### config.mk
export PLATFORM = sky130hd
export DESIGN_NAME = cmd_arbiter
export DESIGN_NICKNAME = d
export VERILOG_FILES = /design/src/rtl/cmd_arbiter.sv
export SDC_FILE = /design/constraint.sdc
export NUM_CORES = 1
export LEC_CHECK = 0
export BUFFER_PORTS_ARGS = -buffer_cell sky130_fd_sc_hd__buf_2
export CAP_MARGIN = 25
export CORE_AREA = 2 2 363 365
export CTS_BUF_LIST = sky130_fd_sc_hd__clkbuf_4 sky130_fd_sc_hd__clkbuf_8
export DETAILED_ROUTE_END_ITERATION = 6
export DIE_AREA = 0 0 365 367
export GPL_ROUTABILITY_DRIVEN = 0
export SETUP_SLACK_MARGIN = 0.2
export SYNTH_ARGS = -nofsm -noshare
export SYNTH_HDL_FRONTEND = slang
export SYNTH_SLANG_ARGS = --single-unit
### constraint.sdc
create_clock -name clk -period 10.35 [get_ports clk]
set_input_delay 0.5175 -clock clk [delete_from_list [all_inputs] [get_ports clk]]
set_output_delay 0.5175 -clock clk [all_outputs]
set_load 0.01 [all_outputs]
### src/rtl/cmd_arbiter.sv
// Round-robin arbiter that hands one of four requesters' commands to a single master.
// Grant one edge after req is sampled; m_cmd follows one edge later; done/err pulse one edge after COMPLETE.
// Requesters are held off (inputs ignored) from selection until the completion cycle; master paced by m_state.
module cmd_arbiter #(
   parameter int unsigned TIMEOUT = 255
) (
   input  logic           clk,
   input  logic           a_rst,
   input  logic [3:0]     req,
   input  logic [31:0]    req_addr,
   input  logic [15:0]    req_ctrl,
   input  logic [479:0]   req_data,
   input  logic [3:0]     req_rw,
   output logic [3:0]     grant,
   output logic [3:0]     done,
   output logic           err,
   output logic [119:0]   rdata,
   output logic           m_cmd,
   output logic [7:0]     m_addr,
   output logic [3:0]     m_ctrl,
   output logic [119:0]   m_data,
   output logic           m_rw,
   input  logic [3:0]     m_state,
   input  logic [119:0]   m_answer
);

   localparam logic [2:0] S_IDLE       = 3'd0;
   localparam logic [2:0] S_ISSUE      = 3'd1;
   localparam logic [2:0] S_WAIT_START = 3'd2;
   localparam logic [2:0] S_WAIT_DONE  = 3'd3;
   localparam logic [2:0] S_COMPLETE   = 3'd4;

   localparam logic [7:0] TIMEOUT_VAL = 8'(TIMEOUT);

   logic [1:0] rst_q;
   logic       rst_i;
   logic [2:0] state;
   logic [1:0] ptr;
   logic [7:0] tcnt;
   logic       err_flag;
   logic       found;
   logic [1:0] win;
   logic [1:0] idx;
   logic [3:0] win_ctrl;

   // Reset asserts immediately but releases only after two clean clock edges
   always_ff @(posedge clk or posedge a_rst) begin
      if (a_rst) begin
         rst_q <= 2'b11;
      end else begin
         rst_q <= {rst_q[0], 1'b0};
      end
   end

   assign rst_i = rst_q[1];

   // Pick the first asserted request at or after the round-robin pointer
   always_comb begin
      found = 1'b0;
      win   = 2'd0;
      idx   = 2'd0;
      for (int k = 0; k < 4; k++) begin
         idx = ptr + 2'(k);
         if (!found && req[idx]) begin
            found = 1'b1;
            win   = idx;
         end
      end
   end

   assign win_ctrl = req_ctrl[4*win +: 4];

   // Command sequencing: arbitrate, issue, track master progress, complete
   always_ff @(posedge clk or posedge rst_i) begin
      if (rst_i) begin
         state    <= S_IDLE;
         ptr      <= 2'd0;
         tcnt     <= 8'd0;
         err_flag <= 1'b0;
         grant    <= 4'd0;
         done     <= 4'd0;
         err      <= 1'b0;
         rdata    <= '0;
         m_cmd    <= 1'b0;
         m_addr   <= 8'd0;
         m_ctrl   <= 4'd0;
         m_data   <= '0;
         m_rw     <= 1'b0;
      end else begin
         done <= 4'd0;
         err  <= 1'b0;
         case (state)
            S_IDLE: begin
               if (found) begin
                  m_addr <= req_addr[8*win +: 8];
                  m_ctrl <= win_ctrl;
                  m_data <= req_data[120*win +: 120];
                  m_rw   <= req_rw[win];
                  grant  <= 4'b0001 << win;
                  ptr    <= win + 2'd1;
                  tcnt   <= 8'd0;
                  if (win_ctrl != 4'd0) begin
                     err_flag <= 1'b0;
                     state    <= S_ISSUE;
                  end else begin
                     // Zero-beat commands never reach the master
                     err_flag <= 1'b1;
                     state    <= S_COMPLETE;
                  end
               end
            end
            S_ISSUE: begin
               m_cmd <= 1'b1;
               state <= S_WAIT_START;
            end
            S_WAIT_START: begin
               // Timeout wins over the master starting in the same cycle
               if (tcnt == TIMEOUT_VAL) begin
                  m_cmd    <= 1'b0;
                  err_flag <= 1'b1;
                  state    <= S_COMPLETE;
               end else begin
                  tcnt <= tcnt + 8'd1;
                  if (m_state != 4'd0) begin
                     m_cmd <= 1'b0;
                     state <= S_WAIT_DONE;
                  end
               end
            end
            S_WAIT_DONE: begin
               if (tcnt == TIMEOUT_VAL) begin
                  m_cmd    <= 1'b0;
                  err_flag <= 1'b1;
                  state    <= S_COMPLETE;
               end else begin
                  tcnt <= tcnt + 8'd1;
                  if (m_state == 4'd0) begin
                     state <= S_COMPLETE;
                  end
               end
            end
            S_COMPLETE: begin
               done  <= grant;
               err   <= err_flag;
               grant <= 4'd0;
               // Only a successful read updates the captured result
               if (!m_rw && !err_flag) begin
                  rdata <= m_answer;
               end
               state <= S_IDLE;
            end
            default: begin
               state <= S_IDLE;
            end
         endcase
      end
   end

endmodule
After elaboration in Yosys (flattened, before gate mapping):

Index checks and enable logic that the tools add are counted.

* input port bits: 662
* output and inout bits: 263
* logic and storage cells: 104
* register bits: 279

* equal/unequal tests: 11
* magnitude comparators: 5
* $add $sub $neg: 5
* mux-type cells: 40
* $mul: 1
* reduce and logical (&&, ||, !) cells: 24
* shift-type cells: 4

Operator list (number)
* indexed part select 480 x 10 -> 120 bit: 1
* indexed part select 32 x 6 -> 8 bit: 1
* two-way mux 3 bit: 6
* two-way mux 1 bit: 16
* two-way mux 8 bit: 2
* one-hot mux 8 bit (2 select lines): 1
* indexed part select 16 x 5 -> 4 bit: 1
* less-than comparator 2 x 3 -> 1 bit, second input constant: 5
* one-hot mux 3 bit (4 select lines): 1
* AND reduction 3 bit: 4
* binary-select mux 1 bit (select 2 bit): 5
* adder 8 x 1 -> 8 bit, second input constant: 1
* equality test 8 bit, second input constant: 1
* two-way mux 2 bit: 4
* two-way mux 4 bit: 2
* one-hot mux 4 bit (2 select lines): 1
* nonzero test 4 bit: 2
* equality test 3 x 2 -> 1 bit, second input constant: 2
* multiplier 4 x 2 -> 6 bit, first input constant: 1
* != test 2 bit, second input constant: 3
* != test 3 bit, second input constant: 2
* AND reduction 2 bit: 3
* zero test 1 bit: 5
* adder 2 x 1 -> 2 bit, second input constant: 2
* other kinds (13): 18

Logic depth before layout (Yosys ltp):

* word-level depth: 17
* mapped depth: 10
* depth with buffers taken out: 7

Worst setup path before layout:

No wires, ideal clock.

* path kind: input to register
* start point: input port req[1]
* end point: register state[2]
* buffers on the path: 1
* stages on the path: 7
* data arrival time: 2.374 ns
* library setup time: 0.083 ns
* required time: 10.267 ns
* slack: 7.894 ns
* cells stage by stage: nor3b_1 nor3_4 inv_2 buf_2 mux4_2 or4_1 o22ai_1

* word-level cells in the longest chain between the ends: 17
* elaborated cells between the ends (all ways): 29
* those cells by class: eq/ne: 1; shift: 1; mux: 19; reduce/logical: 8

Ends and longest elaborated chain
* start, declared: RTL line 9 `input logic [3:0] req,`
* binary-select mux 1 bit (select 2 bit): RTL line 64 `if (!found && req[idx]) begin`
* two-way mux 1 bit (implied by the code): RTL line 64
* two-way mux 1 bit: RTL line 64
* zero test 1 bit: RTL line 64
* logical AND 1 bit: RTL line 64
* two-way mux 1 bit: RTL line 64
* zero test 1 bit: RTL line 64
* logical AND 1 bit: RTL line 64
* two-way mux 1 bit: RTL line 64
* zero test 1 bit: RTL line 64
* logical AND 1 bit: RTL line 64
* two-way mux 2 bit: RTL line 64
* indexed part select 16 x 5 -> 4 bit: RTL line 71 `assign win_ctrl = req_ctrl[4*win +: 4];`
* nonzero test 4 bit: RTL line 102 `if (win_ctrl != 4'd0) begin`
* two-way mux 3 bit: RTL line 102
* two-way mux 3 bit: RTL line 94 `if (found) begin`
* one-hot mux 3 bit (4 select lines): RTL line 92 `case (state)`
* end signal, assigned: RTL line 104 `state <= S_ISSUE;`
* end signal, assigned: RTL line 108 `state <= S_COMPLETE;`
* end signal, assigned: RTL line 114 `state <= S_WAIT_START;`
* end, declared: RTL line 37 `logic [2:0] state;`

Parallel ways exist; a longest one is shown, timed or not. The select of a mux whose other input is x is not followed.
A chain may end at the register's enable or synchronous reset.

Worst setup path after layout:

* start point: register ptr[1]
* end point: register m_data[6]

* word-level cells in the longest chain between the ends: 14
* elaborated cells between the ends (all ways): 28
* those cells by class: add/sub: 3; mul: 1; shift: 1; mux: 16; reduce/logical: 7

Ends and longest elaborated chain
* start, declared: RTL line 38 `logic [1:0] ptr;`
* start signal, assigned: RTL line 100 `ptr <= win + 2'd1;`
* branches (longest 14 deep; another with multiplier 4 x 2 -> 6 bit)
* end signal, assigned: RTL line 97 `m_data <= req_data[120*win +: 120];`
* end, declared: RTL line 21 `output logic [119:0] m_data,`

Parallel ways; which one is timed is not known. The select of a mux whose other input is x is not followed.

==> impl_metrics.csv <==
group,metric,value,unit
timing,slew_violations,0,
synth,synth_top_area_share,47.6,%
pwr,p_leak,0.0122,uW
clock_tree,cts_resized,0,
synth,synthArstFlopShare,100,%
synth,ys_types,37,
placement,io_buffers,924,
timing,setup_ws,6070,ps
grt,antenna_found_initial,122,
clock_tree,clk_latency,700,ps
timing,rsz0062_at_grt,"false",
synth,synth_top_area_cell,"dfrtp_1",
drt,drc,0,
clock_tree,cts_root_buffer,"clkbuf_8",
pwr,pwr-share-seq,32.6,%
clock_tree,cts_tree,"built",
grt,overflow,0,
timing,slew_headroom,32.5,%
drt,avgRoutedWirePerCell,22.4,microns
clock_tree,cts_sinks,279,
worst_setup_path,worst_ep_arrival_time,4870,ps
cells_and_area,post-route-util,18.0,%
worst_setup_path,crit_path_start_kind,"flip-flop",
pwr,combPwrFrac,41.5,%
pwr,p_per_area,210,nW/um^2
drt,vias,17200,
worst_setup_path,endpoint_kind,"flip-flop",
timing,worst_pin_slew,1010,ps
drt,detail_route.first_pass.iterations,5,
worst_setup_path,cp_max_fo,124,
timing,post-route-min-period,4280,ps
pwr,peakVddDrop,0.0966,mV
synth,ys_top_cells_by_count,"674 x nand2_1, 277 x dfrtp_1, 264 x and3_1, 130 x clkbuf_1, 130 x o31ai_1",
pwr,internal-power,2900,uW
timing,finalHoldViolations,0,
floorplanning,die_area,134000,sq um
run,cap_viol_max_count,0,
placement,post-place-ws,5890,ps
floorplanning,core_area,130000,sq um
pwr,clock_power_share,25.9,%
clock_tree,ctsHoldBuffers,116,
worst_setup_path,crit_required,10950,ps
synth,synth.avg_cell_area,8.67,sq um
timing,setup_viol,0,
floorplanning,start_util,11.2,%
timing,max_freq,234,MHz
pwr,p_sw,2050,uW
synth,synth_cells,1680,
clock_tree,clkTransAtPathRegs,60,ps
placement,dp.cells,4246,
floorplanning,num_rows,133,
synth,syn_nets,2347,
synth,synth.area.top_cells,"dfrtp_1 48%, nand2_1 17%, and3_1 11%",
cells_and_area,layout-drive-gt1-share,43.4,%
drt,drt-total-wl,100000,microns
timing,setup_tns,0,ps
clock_tree,cts_buffers,55,
floorplanning,die_w,365,microns
synth,yosysMostFrequentCell,"nand2_1",
floorplanning,dieHeight,367,microns
worst_setup_path,slowest_stage,"buf_4",
clock_tree,post_cts_buffers,0,
drt,drt_iter0_drc,1110,
synth,synth_top_flop_cell,"dfrtp_1",
grt,grt_pass1_vias,16800,
timing,skew,35.6,ps
cells_and_area,final_nets,3331,
cells_and_area,final_cells,4481,
grt,grt_usage,14.2,%
synth,seq_area_frac_synth,47.9,%
cells_and_area,multi_input_comb_area,7090,sq um
clock_tree,max-clock-path-buffers,3,
cells_and_area,ff_latch_area,6980,sq um
floorplanning,io_pins,925,
drt,ant_nets,0,
worst_setup_path,critPathMaxStageDelay,750,ps
synth,yosysWarnings,0,
grt,grt_pass1_wl,132000,microns
timing,fin_crit_sh,41.3,%
worst_setup_path,cpMostUsedCell,"buf_4",
clock_tree,cts_max_level,2,
pwr,swShare,41.5,%
synth,ys_seq_elements,279,
run_status,status,"finished, final reports clean",
placement,hpwl,81300,microns
grt,grt_max_degree,125,
worst_setup_path,path_class,"reg2reg",
hold_path,min-delay-path-class,"in2reg",
synth,syn_area,14600,sq um
cells_and_area,fill_cells,14800,
synth,synth-edff-count,0,
worst_setup_path,path_cells,"nor3b_1 > nor3_4 > buf_4 > inv_8 > buf_4 > buf_4 > nand2_1 > and3_1 > o31ai_1",
drt,viasPerCell,3.84,
cells_and_area,syn_to_final_growth,61.3,%
[placed cells by master (no fill, tap or decap), types with 2 or more instances in the layout]
master         count
a21oi_1           11
and3_1           264
buf_2            924
buf_4             18
bufinv_16          4
clkbuf_4          19
clkbuf_8          65
clkinv_2           6
dfrtp_1          277
dfstp_2            2
diode_2           23
dlygate4sd3_1    116
ha_1               5
inv_1              4
inv_8              3
mux2_2           121
mux4_2             4
nand2_1          674
nand3_1            6
nand4_1            3
nor2_1            11
nor3_1             2
o21a_1             2
o21ai_0            4
o31ai_1          130
or2_2              2
or4_1              3
xor2_1             4
[worst max-delay path: cells and delay by family, from the launching register on]
kind / cells / cell delay, ps
buf+inv: 4 / 2290
simple gates: 4 / 970
compound gates: 1 / 180
flops: 1 / 460
[logic make-up (layout without fill, tap and decap cells)]
group / count (synthesis) / after routing / share of synthesized area [%]
AO/OA/AOI/OAI: 154 / 154 / 7.70
XOR/XNOR: 4 / 4 / 0.240
adder cells (fa/ha/maj): 5 / 5 / 0.429
buffers and inverters: 138 / 1161 / 3.56
flip-flops: 279 / 279 / 47.9
multiplexers: 126 / 126 / 10.0
other: 1 / 24 / 0.0257
AND/OR/NAND/NOR: 973 / 973 / 30.0
[layout make-up]
cell class,count,share of cell area [%]
multi-input cells,1263,30.2
flip-flops and latches,279,29.7
repair buffers,1058,25.2
well taps,1755,9.34
clock buffers,84,4.41
clock inverters,12,0.724
diodes,23,0.245
inverters,7,0.186
[per-layer routing]
metal | up-vias | GRT usage, % | share of wire (%)
met5 | - | 0 | 0.31
li1 | 7687 | - | -
met2 | 1044 | 22.4 | 45
met1 | 8112 | 15.5 | 36
met4 | 48 | 6.81 | 4.8
met3 | 294 | 7.87 | 14
[state kept, by name, summed over array words and instances, names as in the netlist]
signal	cells
m_rw	1
grant	4
done	4
err_flag	1
tcnt	8
err	1
rdata	120
ptr	2
m_addr	8
state	3
m_data	120
rst_q	2
m_ctrl	4
m_cmd	1
[per-stage QoR]
stage	area, sq um	hold slack [ps]	power, uW
after CTS	23400	0.0625	5050
after global placement	21100	340	3660
after floorplan	14600	345	2630
after global routing	23500	37.0	5310
after detailed placement	21100	350	3680
final	23500	122	4950
[power groups by stage]
stage	Sequential, uW	Clock, uW	Combinational [uW]
floorplan	1720	0	910
global placement	1620	0	2040
detailed placement	1620	0	2060
CTS	1610	1340	2100
global route	1650	1390	2280
finish	1610	1280	2050
[path summary, 6_finish.rpt]
path	startpoint	endpoint	slack [ps]	cells past startpoint
worst max-delay path	ptr[1]	m_data[6]	6070	9
worst min-delay path	m_answer[4]	rdata[4]	120	2
worst max register to register	ptr[1]	m_data[6]	6070	9
worst min register to register	rst_q[1]	rdata[109]	320	1
max in group asynchronous	rst_q[1]	m_data[75]	7940	3
min in group asynchronous	rst_q[1]	rdata[109]	320	1
(Power assumes the default switching activity.)
